File: src/rtl/mem_stage_if.sv
// rv32i_types: shared pipeline types for the rv32i datapath.
//   rv32i_control_word - per-instruction control/data word carried between
//                        pipeline latches.
// mem_stage_if: data-memory bus between the MEM stage and data memory.
//   data_mem_read    - read request
//   data_mem_write   - write request
//   data_mem_address - word-aligned byte address
//   data_mem_wdata   - lane-aligned store data
//   data_mem_mbe     - write byte enables (0 during reads)
//   data_mem_rdata   - read data, valid with data_mem_resp
//   data_mem_resp    - single-cycle completion pulse
//   modport master: MEM stage side; modport slave: memory side.
package rv32i_types;

    typedef struct packed {
        logic [31:0] pc;
        logic [31:0] instruction;
        logic [4:0]  rd;
        logic [31:0] alu_out;
        logic [31:0] rs2_data;
        logic        load_regfile;
        logic        data_mem_read;
        logic        data_mem_write;
        logic [31:0] data_memory_rdata;
        logic [3:0]  rmask;
        logic [3:0]  wmask;
    } rv32i_control_word;

endpackage

interface mem_stage_if;

    logic        data_mem_read;
    logic        data_mem_write;
    logic [31:0] data_mem_address;
    logic [31:0] data_mem_wdata;
    logic [3:0]  data_mem_mbe;
    logic [31:0] data_mem_rdata;
    logic        data_mem_resp;

    modport master (
        output data_mem_read, data_mem_write, data_mem_address,
               data_mem_wdata, data_mem_mbe,
        input  data_mem_rdata, data_mem_resp
    );

    modport slave (
        input  data_mem_read, data_mem_write, data_mem_address,
               data_mem_wdata, data_mem_mbe,
        output data_mem_rdata, data_mem_resp
    );

endinterface

File: src/rtl/mem_stage.sv
// mem_stage: memory-access stage of the 5-stage rv32i pipeline.
// Takes the EX/MEM control word, performs at most one data-memory
// transaction per instruction through a read/write/resp handshake,
// aligns store data, extracts and extends load data, and registers the
// finished control word into the MEM/WB latch.
// Ports:
//   clk          - rising-edge clock
//   rst          - asynchronous active-low reset
//   ex_mem_cw    - instruction from the EX/MEM latch
//   ex_mem_valid - ex_mem_cw is a real instruction
//   mem_stall    - hold upstream stages and EX/MEM this cycle
//   dmem         - data-memory bus (master side)
//   mem_wb_cw    - registered MEM/WB control word
//   mem_wb_valid - mem_wb_cw is a real instruction
//   misalign     - one-cycle pulse for a suppressed misaligned access
module mem_stage
    import rv32i_types::*;
(
    input  logic              clk,
    input  logic              rst,
    input  rv32i_control_word ex_mem_cw,
    input  logic              ex_mem_valid,
    output logic              mem_stall,
    mem_stage_if.master       dmem,
    output rv32i_control_word mem_wb_cw,
    output logic              mem_wb_valid,
    output logic              misalign
);

    typedef enum logic {IDLE, BUSY} state_t;

    state_t state, state_next;

    // Request registers, captured when an aligned memory op is accepted.
    logic [31:0]       req_addr;
    logic [31:0]       req_wdata;
    logic [3:0]        req_mbe;
    logic              req_read;
    logic              req_write;
    rv32i_control_word req_cw;

    // Decode of the incoming instruction.
    logic [2:0]  funct3;
    logic [1:0]  off;
    logic        mem_op;
    logic        bad_align;
    logic [3:0]  lane_mask;
    logic [31:0] store_data;

    always_comb begin
        funct3 = ex_mem_cw.instruction[14:12];
        off    = ex_mem_cw.alu_out[1:0];
        mem_op = ex_mem_valid &&
                 (ex_mem_cw.data_mem_read || ex_mem_cw.data_mem_write);

        // funct3[1:0]: 00 byte, 01 half, 1x word
        bad_align = ((funct3[1:0] == 2'b01) && off[0]) ||
                    (funct3[1] && (off != 2'b00));

        case (funct3[1:0])
            2'b00: begin
                lane_mask  = 4'b0001 << off;
                store_data = {4{ex_mem_cw.rs2_data[7:0]}};
            end
            2'b01: begin
                lane_mask  = 4'b0011 << off;
                store_data = {2{ex_mem_cw.rs2_data[15:0]}};
            end
            default: begin
                lane_mask  = 4'b1111;
                store_data = ex_mem_cw.rs2_data;
            end
        endcase
    end

    // Load extraction from the latched request.
    logic [1:0]  r_off;
    logic [31:0] r_shift;
    logic [7:0]  r_byte;
    logic [15:0] r_half;
    logic [31:0] load_data;

    always_comb begin
        r_off   = req_cw.alu_out[1:0];
        r_shift = dmem.data_mem_rdata >> {r_off, 3'b000};
        r_byte  = r_shift[7:0];
        r_half  = r_off[1] ? dmem.data_mem_rdata[31:16]
                           : dmem.data_mem_rdata[15:0];
        case (req_cw.instruction[14:12])
            3'b000:  load_data = {{24{r_byte[7]}}, r_byte};
            3'b001:  load_data = {{16{r_half[15]}}, r_half};
            3'b100:  load_data = {24'd0, r_byte};
            3'b101:  load_data = {16'd0, r_half};
            default: load_data = dmem.data_mem_rdata;
        endcase
    end

    // Next-state, stall and MEM/WB next values.
    rv32i_control_word wb_cw_next;
    logic              wb_valid_next;
    logic              misalign_next;
    logic              accept;

    always_comb begin
        state_next       = state;
        mem_stall        = 1'b0;
        accept           = 1'b0;
        misalign_next    = 1'b0;
        wb_cw_next       = ex_mem_cw;
        wb_cw_next.rmask = '0;
        wb_cw_next.wmask = '0;
        wb_valid_next    = ex_mem_valid;

        case (state)
            IDLE: begin
                if (mem_op) begin
                    if (bad_align) begin
                        wb_cw_next.load_regfile   = 1'b0;
                        wb_cw_next.data_mem_read  = 1'b0;
                        wb_cw_next.data_mem_write = 1'b0;
                        misalign_next             = 1'b1;
                    end else begin
                        accept        = 1'b1;
                        mem_stall     = 1'b1;
                        wb_cw_next    = '0;
                        wb_valid_next = 1'b0;
                        state_next    = BUSY;
                    end
                end
            end
            BUSY: begin
                if (dmem.data_mem_resp) begin
                    wb_cw_next    = req_cw;
                    wb_valid_next = 1'b1;
                    if (req_read)
                        wb_cw_next.data_memory_rdata = load_data;
                    state_next = IDLE;
                end else begin
                    mem_stall     = 1'b1;
                    wb_cw_next    = '0;
                    wb_valid_next = 1'b0;
                end
            end
            default: state_next = IDLE;
        endcase
    end

    always_ff @(posedge clk or negedge rst) begin
        if (!rst)
            state <= IDLE;
        else
            state <= state_next;
    end

    always_ff @(posedge clk or negedge rst) begin
        if (!rst) begin
            req_addr  <= '0;
            req_wdata <= '0;
            req_mbe   <= '0;
            req_read  <= 1'b0;
            req_write <= 1'b0;
            req_cw    <= '0;
        end else if (accept) begin
            req_addr     <= {ex_mem_cw.alu_out[31:2], 2'b00};
            req_wdata    <= ex_mem_cw.data_mem_write ? store_data : '0;
            req_mbe      <= ex_mem_cw.data_mem_write ? lane_mask : '0;
            req_read     <= ex_mem_cw.data_mem_read;
            req_write    <= ex_mem_cw.data_mem_write;
            req_cw       <= ex_mem_cw;
            req_cw.rmask <= ex_mem_cw.data_mem_read ? lane_mask : '0;
            req_cw.wmask <= ex_mem_cw.data_mem_write ? lane_mask : '0;
        end
    end

    always_ff @(posedge clk or negedge rst) begin
        if (!rst) begin
            mem_wb_cw    <= '0;
            mem_wb_valid <= 1'b0;
            misalign     <= 1'b0;
        end else begin
            mem_wb_cw    <= wb_cw_next;
            mem_wb_valid <= wb_valid_next;
            misalign     <= misalign_next;
        end
    end

    // Requests come only from the latched registers while BUSY.
    always_comb begin
        dmem.data_mem_read    = (state == BUSY) && req_read;
        dmem.data_mem_write   = (state == BUSY) && req_write;
        dmem.data_mem_address = req_addr;
        dmem.data_mem_wdata   = req_wdata;
        dmem.data_mem_mbe     = (state == BUSY) ? req_mbe : '0;
    end

endmodule

File: src/flat_wrapper.sv
// flat-port wrapper written by rule: the top's interface ports become plain ports
module mem_stage_flat import rv32i_types::*;
  (clk, rst, ex_mem_cw, ex_mem_valid, mem_stall, mem_wb_cw, mem_wb_valid, misalign, dmem_data_mem_read, dmem_data_mem_write, dmem_data_mem_address, dmem_data_mem_wdata, dmem_data_mem_mbe, dmem_data_mem_rdata, dmem_data_mem_resp);
  mem_stage_if dmem_i ();
  input  logic clk;
  input  logic rst;
  input  rv32i_control_word ex_mem_cw;
  input  logic ex_mem_valid;
  output logic mem_stall;
  output rv32i_control_word mem_wb_cw;
  output logic mem_wb_valid;
  output logic misalign;
  output wire logic [$bits(dmem_i.data_mem_read)-1:0] dmem_data_mem_read;
  output wire logic [$bits(dmem_i.data_mem_write)-1:0] dmem_data_mem_write;
  output wire logic [$bits(dmem_i.data_mem_address)-1:0] dmem_data_mem_address;
  output wire logic [$bits(dmem_i.data_mem_wdata)-1:0] dmem_data_mem_wdata;
  output wire logic [$bits(dmem_i.data_mem_mbe)-1:0] dmem_data_mem_mbe;
  input wire logic [$bits(dmem_i.data_mem_rdata)-1:0] dmem_data_mem_rdata;
  input wire logic [$bits(dmem_i.data_mem_resp)-1:0] dmem_data_mem_resp;
  assign dmem_data_mem_read = dmem_i.data_mem_read;
  assign dmem_data_mem_write = dmem_i.data_mem_write;
  assign dmem_data_mem_address = dmem_i.data_mem_address;
  assign dmem_data_mem_wdata = dmem_i.data_mem_wdata;
  assign dmem_data_mem_mbe = dmem_i.data_mem_mbe;
  assign dmem_i.data_mem_rdata = dmem_data_mem_rdata;
  assign dmem_i.data_mem_resp = dmem_data_mem_resp;
  mem_stage u_core (.clk(clk), .rst(rst), .ex_mem_cw(ex_mem_cw), .ex_mem_valid(ex_mem_valid), .mem_stall(mem_stall), .dmem(dmem_i), .mem_wb_cw(mem_wb_cw), .mem_wb_valid(mem_wb_valid), .misalign(misalign));
endmodule
File: config.mk
export PLATFORM = sky130hd
export DESIGN_NAME = mem_stage_flat
export DESIGN_NICKNAME = d
export VERILOG_FILES = /design/src/rtl/mem_stage_if.sv /design/src/rtl/mem_stage.sv /design/src/flat_wrapper.sv
export SDC_FILE = /design/constraint.sdc
export NUM_CORES = 1
export LEC_CHECK = 0
export BUFFER_PORTS_ARGS = -buffer_cell sky130_fd_sc_hd__buf_2
export CAP_MARGIN = 20
export CORE_MARGIN = 3
export CORE_UTILIZATION = 47
export CTS_CLUSTER_SIZE = 16
export DETAILED_ROUTE_END_ITERATION = 10
export PLACE_DENSITY = 0.76
export SLEW_MARGIN = 20
export SYNTH_ARGS = -nofsm -noshare
export SYNTH_HDL_FRONTEND = slang
export SYNTH_SLANG_ARGS = --single-unit
File: constraint.sdc
create_clock -name clk -period 1.6 [get_ports clk]
set_input_delay 0.08 -clock clk [delete_from_list [all_inputs] [get_ports clk]]
set_output_delay 0.08 -clock clk [all_outputs]
set_load 0.02 [all_outputs]
== Word-level counts from Yosys, hierarchy flattened ==
Index checks and enable logic that the tools add are counted.
W data, S select, Z words.
Storage, ports and cells
  word-level logic and storage cells: 71
  bits of input ports: 212
  output and inout bits: 249
  register bits after elaboration: 417
Operators by class
  bitwise logic cells: 1
  shift operators: 3
  equal/unequal tests: 4
  multiplexer cells: 26
  reduce and logical (&&, ||, !) cells: 10
Operator list (number)
  $mux W176: 2
  $pmux W176 S2: 1
  $mux W133: 1
  $pmux W32 S4: 1
  $mux W32: 2
  $pmux W32 S2: 1
  $mux W40: 1
  $shr A32 B5 Y8: 1
  $mux W16: 1
  $mux W4: 3
  $mux W1: 10
  $pmux W4 S2: 1
  $eq A3 B3 Y1 const B: 2
  $logic_and A1 B1 Y1: 5
  $pmux W1 S2: 2
  $shl A1 B2 Y4 const A: 1
  $shl A2 B2 Y4 const A: 1
  $eq A3 B1 Y1 const B: 1
  $logic_not A3 Y1: 1
  $eq A2 B1 Y1 const B: 1
  $logic_not A2 Y1: 1
  $logic_or A1 B1 Y1: 2
  $reduce_bool A2 Y1: 1
  $not A1 Y1: 1

== Longest topological paths before layout ==
  depth after elaboration: 6
  gate-level depth with buffers: 8
  depth with buffers taken out: 4

== Worst setup path before layout ==
OpenSTA, ideal clock, no wires.
  path kind: register to register
  start point: register u_core.state
  end point: register u_core.req_cw[100] in the netlist's numbering
  buffers on the path: 4
  setup time: 125 ps
  stages on the path, launching flop included: 7
  clock period less this slack: 1634 ps
  setup slack: -34 ps
  arrival: 1509 ps
  required time: 1475 ps
  path through: dfrtp_1 buf_2 and4b_1 buf_4 buf_6 buf_6 mux2_4
Between the ends
  cells in the longest elaborated chain, start to end: 1
Ends and longest elaborated chain
  start, declared: line mem_stage.sv:32  | state_t state, state_next;
  start signal, assigned: line mem_stage.sv:152  | state <= state_next;
  $mux W1: line mem_stage.sv:114  | case (state)
  end signal, assigned: line mem_stage.sv:169  | req_cw <= ex_mem_cw;
  end, declared: line mem_stage.sv:40  | rv32i_control_word req_cw;
Every way passes these cells.
A chain may end at the register's enable or synchronous reset.

== Final worst setup path ==
  start point: register u_core.state
  end point: register u_core.req_cw[105] in the netlist's numbering
The elaborated chain is that of the path after synthesis.

==> qor.csv <==
stage;metric;value;unit
power_and_ir_drop;p_clk_share;23.1;%
synth;synth_largest_area_cell;dfrtp_1;
power_and_ir_drop;combPwrFrac;39.1;%
synth;syn_area;0.0160;mm^2
routing;vias_per_cell;5.50;
timing;skew;0.0159;ns
critical_path;critPathMaxStageDelay;0.44;ns
timing;setup_ws;-0.138;ns
clocking;cts_tree;yes;
grt;grt-ovfl-total;0;
synth;synth_top_cell_area_share;60.4;%
timing;final_max_slew_viol_count;0;
power_and_ir_drop;total_power;42.6;mW
critical_path;cp_common_cell;buf_12;
grt;antenna_found_initial;2;
grt;grt_max_degree;79;
critical_path;crit_path_max_fanout;13;
timing;max_freq;0.575;GHz
routing;antenna_left;0;
final_layout;final_nets;2092;
routing;detail_route.wl_per_cell;23.1;um
synth;ys_seq_elements;387;
power_and_ir_drop;power.leakage;11.7;nW
grt;grt_pass1_wl;82600;um
final_layout;area_growth;46.5;%
synth;synth-edff-count;0;
clocking;clk_pin_slew;0.06;ns
final_layout;fillers;2194;
floorplanning;initial_utilization;47.7;%
timing;slew_headroom;64.6;%
critical_path;cp-end-kind;register;
clocking;cts_max_level;2;
power_and_ir_drop;p_switching;15.2;mW
job;max-cap-violations;0;
placement;gp_routability_congestion;0.838;
synth;synth_flop_cell;dfrtp_1;
floorplanning;core;0.0336;mm^2
floorplanning;ios;461;
grt;grt_util_all_layers;29.2;%
hold_path;hold_path.class;in2async;
power_and_ir_drop;p_int;27.4;mW
grt;first_global_vias;14100;
power_and_ir_drop;pwr-share-seq;37.8;%
synth;yosys_warnings;0;
clocking;root_buffer;clkbuf_16;
placement;portBuffers;450;
final_layout;layout-drive-gt1-share;45.0;%
placement;dp_hpwl;33000;um
synth;yosys.cell_count.top_type;dfrtp_1;
synth;yosysUniqueCellTypes;42;
timing;final.period_utilization;109;%
critical_path;cp-start-kind;register;
clocking;insertion_delay;0.54;ns
synth;synth.yosys.seq_area_share;60.4;%
synth;synth.avg_cell_area;13.5;um^2
critical_path;crit_slowest_cell;dfrtp_2;
power_and_ir_drop;ir_drop;1.17;mV
synth;synth_top_cells_by_count;dfrtp_1, a22o_1, mux2_2, mux2_4, o21ai_0;
power_and_ir_drop;switching_share;35.8;%
run_status;violations;negative setup slack;
floorplanning;dieArea;0.0364;mm^2
power_and_ir_drop;powerDensity;1810;mW/mm^2
run_status;status;finished, violations left;
placement;place_ws;-0.226;ns
floorplanning;rows;67;
routing;first_pass_iters;5;
clocking;numCtsBuffers;42;
routing;drtIter0Drc;705;
clocking;cts.path.max_buffers;3;
clocking;cts.sinks;387;
synth;async_flop_share;100;%
timing;period_minus_slack;1.74;ns
routing;routed_wl;54500;um
critical_path;cp.arrival;2.16;ns
floorplanning;die_w;191;um
synth;synthCells;1189;
timing;finalHoldViolCount;0;
routing;vias;13000;
timing;rsz0062_at_grt;true;
critical_path;cp.required;2.02;ns
synth;synth_area_leaders;dfrtp_1, a22o_1, mux2_4;
critical_path;worstSetupPathType;reg2reg;
floorplanning;die_height;191;um
critical_path;worstPathCellList;and4b_4, buf_12, buf_12, buf_12, mux2_4;
timing;finalSetupViolations;208;
timing;tightest_slew;0.531;ns
routing;drc;0;
-- area by class of cell --
type,instances,area [um^2],area share (%)
diodes,3,7.51,0.0319
clock buffers,58,1220,5.20
clock inverters,17,186,0.793
inverters,40,150,0.639
multi-input cells,641,5820,24.7
flip-flops and latches,387,9690,41.2
well taps,448,561,2.38
repair buffers,768,5870,25.0
-- through the flow --
stage                     hold WS [ns]  area (um^2)  TNS, ns  std cells  utilization (%)
final                           0.0212        23500   -17.14       2362             69.9
after global routing            0.0406        23500   -24.61       2360             69.9
after CTS                       0.0135        23300   -12.48       2350             69.2
after detailed placement      -0.00406        19100   -14.50       2054             57.0
after global placement        -0.00392        19100    -8.47       2053             56.9
after floorplan                 -0.216        16100        0       1190                -
-- layout by cell type (no fill, tap or decap), types with 9 or more instances in the layout --
cell | netlist | final
nand2_1 | 45 | 45
a21o_1 | 18 | 18
dlygate4sd3_1 | 0 | 197
inv_1 | 40 | 40
mux2i_1 | 14 | 14
nand2b_1 | 19 | 18
buf_12 | 0 | 29
mux2_4 | 81 | 131
buf_6 | 11 | 11
clkbuf_16 | 0 | 48
o21ai_1 | 3 | 25
mux2_2 | 103 | 53
dfrtp_1 | 387 | 385
nor2_1 | 15 | 13
buf_4 | 43 | 68
nand3_1 | 36 | 35
a22o_1 | 157 | 156
clkbuf_8 | 0 | 9
a21oi_1 | 23 | 16
buf_2 | 30 | 444
o21ai_0 | 67 | 41
-- repair_timing --
item,CTS,global route
buffers inserted,18,4
pin swaps,3,1
hold buffers,197,0
endpoints found under the setup margin,262,275
resized for setup,103,35
gates cloned,7,5
hold endpoints to repair,754,0
-- worst paths after layout --
path	end	slack (ns)	start	cells after the start
setup / recovery	u_core.req_cw[105]$_DFFE_PN0P_	-0.14	u_core.state$_DFF_PN0_	5
hold / removal	u_core.mem_wb_cw[98]$_DFF_PN0_	0.02	rst	2
setup reg to reg	u_core.req_cw[105]$_DFFE_PN0P_	-0.14	u_core.state$_DFF_PN0_	5
hold reg to reg	u_core.req_cw[38]$_DFFE_PN0P_	0.49	u_core.req_cw[38]$_DFFE_PN0P_	1
max in group asynchronous	u_core.req_cw[156]$_DFFE_PN0P_	0.80	rst	3
min in group clk	u_core.mem_wb_cw[10]$_DFF_PN0_	0.04	dmem_data_mem_rdata[10]	4
-- critical path, delay by kind of cell, from the launching register on --
family / cells / cell delay (ns)
buffers and inverters: 3 / 0.48
DFF: 1 / 0.44
muxes: 1 / 0.31
and+or+nand+nor: 1 / 0.38
-- logic make-up after synthesis --
family,share of synthesized area [%]
multiplexers,15.9
buffers and inverters,5.55
AO/OA/AOI/OAI,13.7
AND/OR/NAND/NOR,4.44
other,0.0234
flip-flops,60.4
-- metal layers --
layer / GRT usage [%] / wire length (um) / up-vias
li1: - / - / 5599
met1: 35.0 / 20600 / 6593
met2: 49.6 / 27300 / 632
met3: 7.35 / 4170 / 169
met4: 13.2 / 2530 / 2
met5: 0 / 13 / -
-- flip-flops by register name, summed over array words and instances, names as in the netlist --
register / count
u_core.mem_wb_cw: 176
u_core.r_off: 2
u_core.req_cw: 171
u_core.dmem.data_mem_address: 1
u_core.req_read: 1
u_core.req_write: 1
u_core.dmem.data_mem_wdata: 32
u_core.state: 1
u_core.mem_wb_valid: 1
u_core.misalign: 1
-- power by group through the flow --
stage	Combinational, mW	Clock (mW)	Sequential (mW)
finish	16.7	9.86	16.1
global route	17.6	10.4	16.5
CTS	16.1	9.99	15.8
detailed placement	14.5	0	15.9
global placement	14.2	0	15.7
floorplan	7.66	0	17.7
Power figures use the tool's default switching activity.
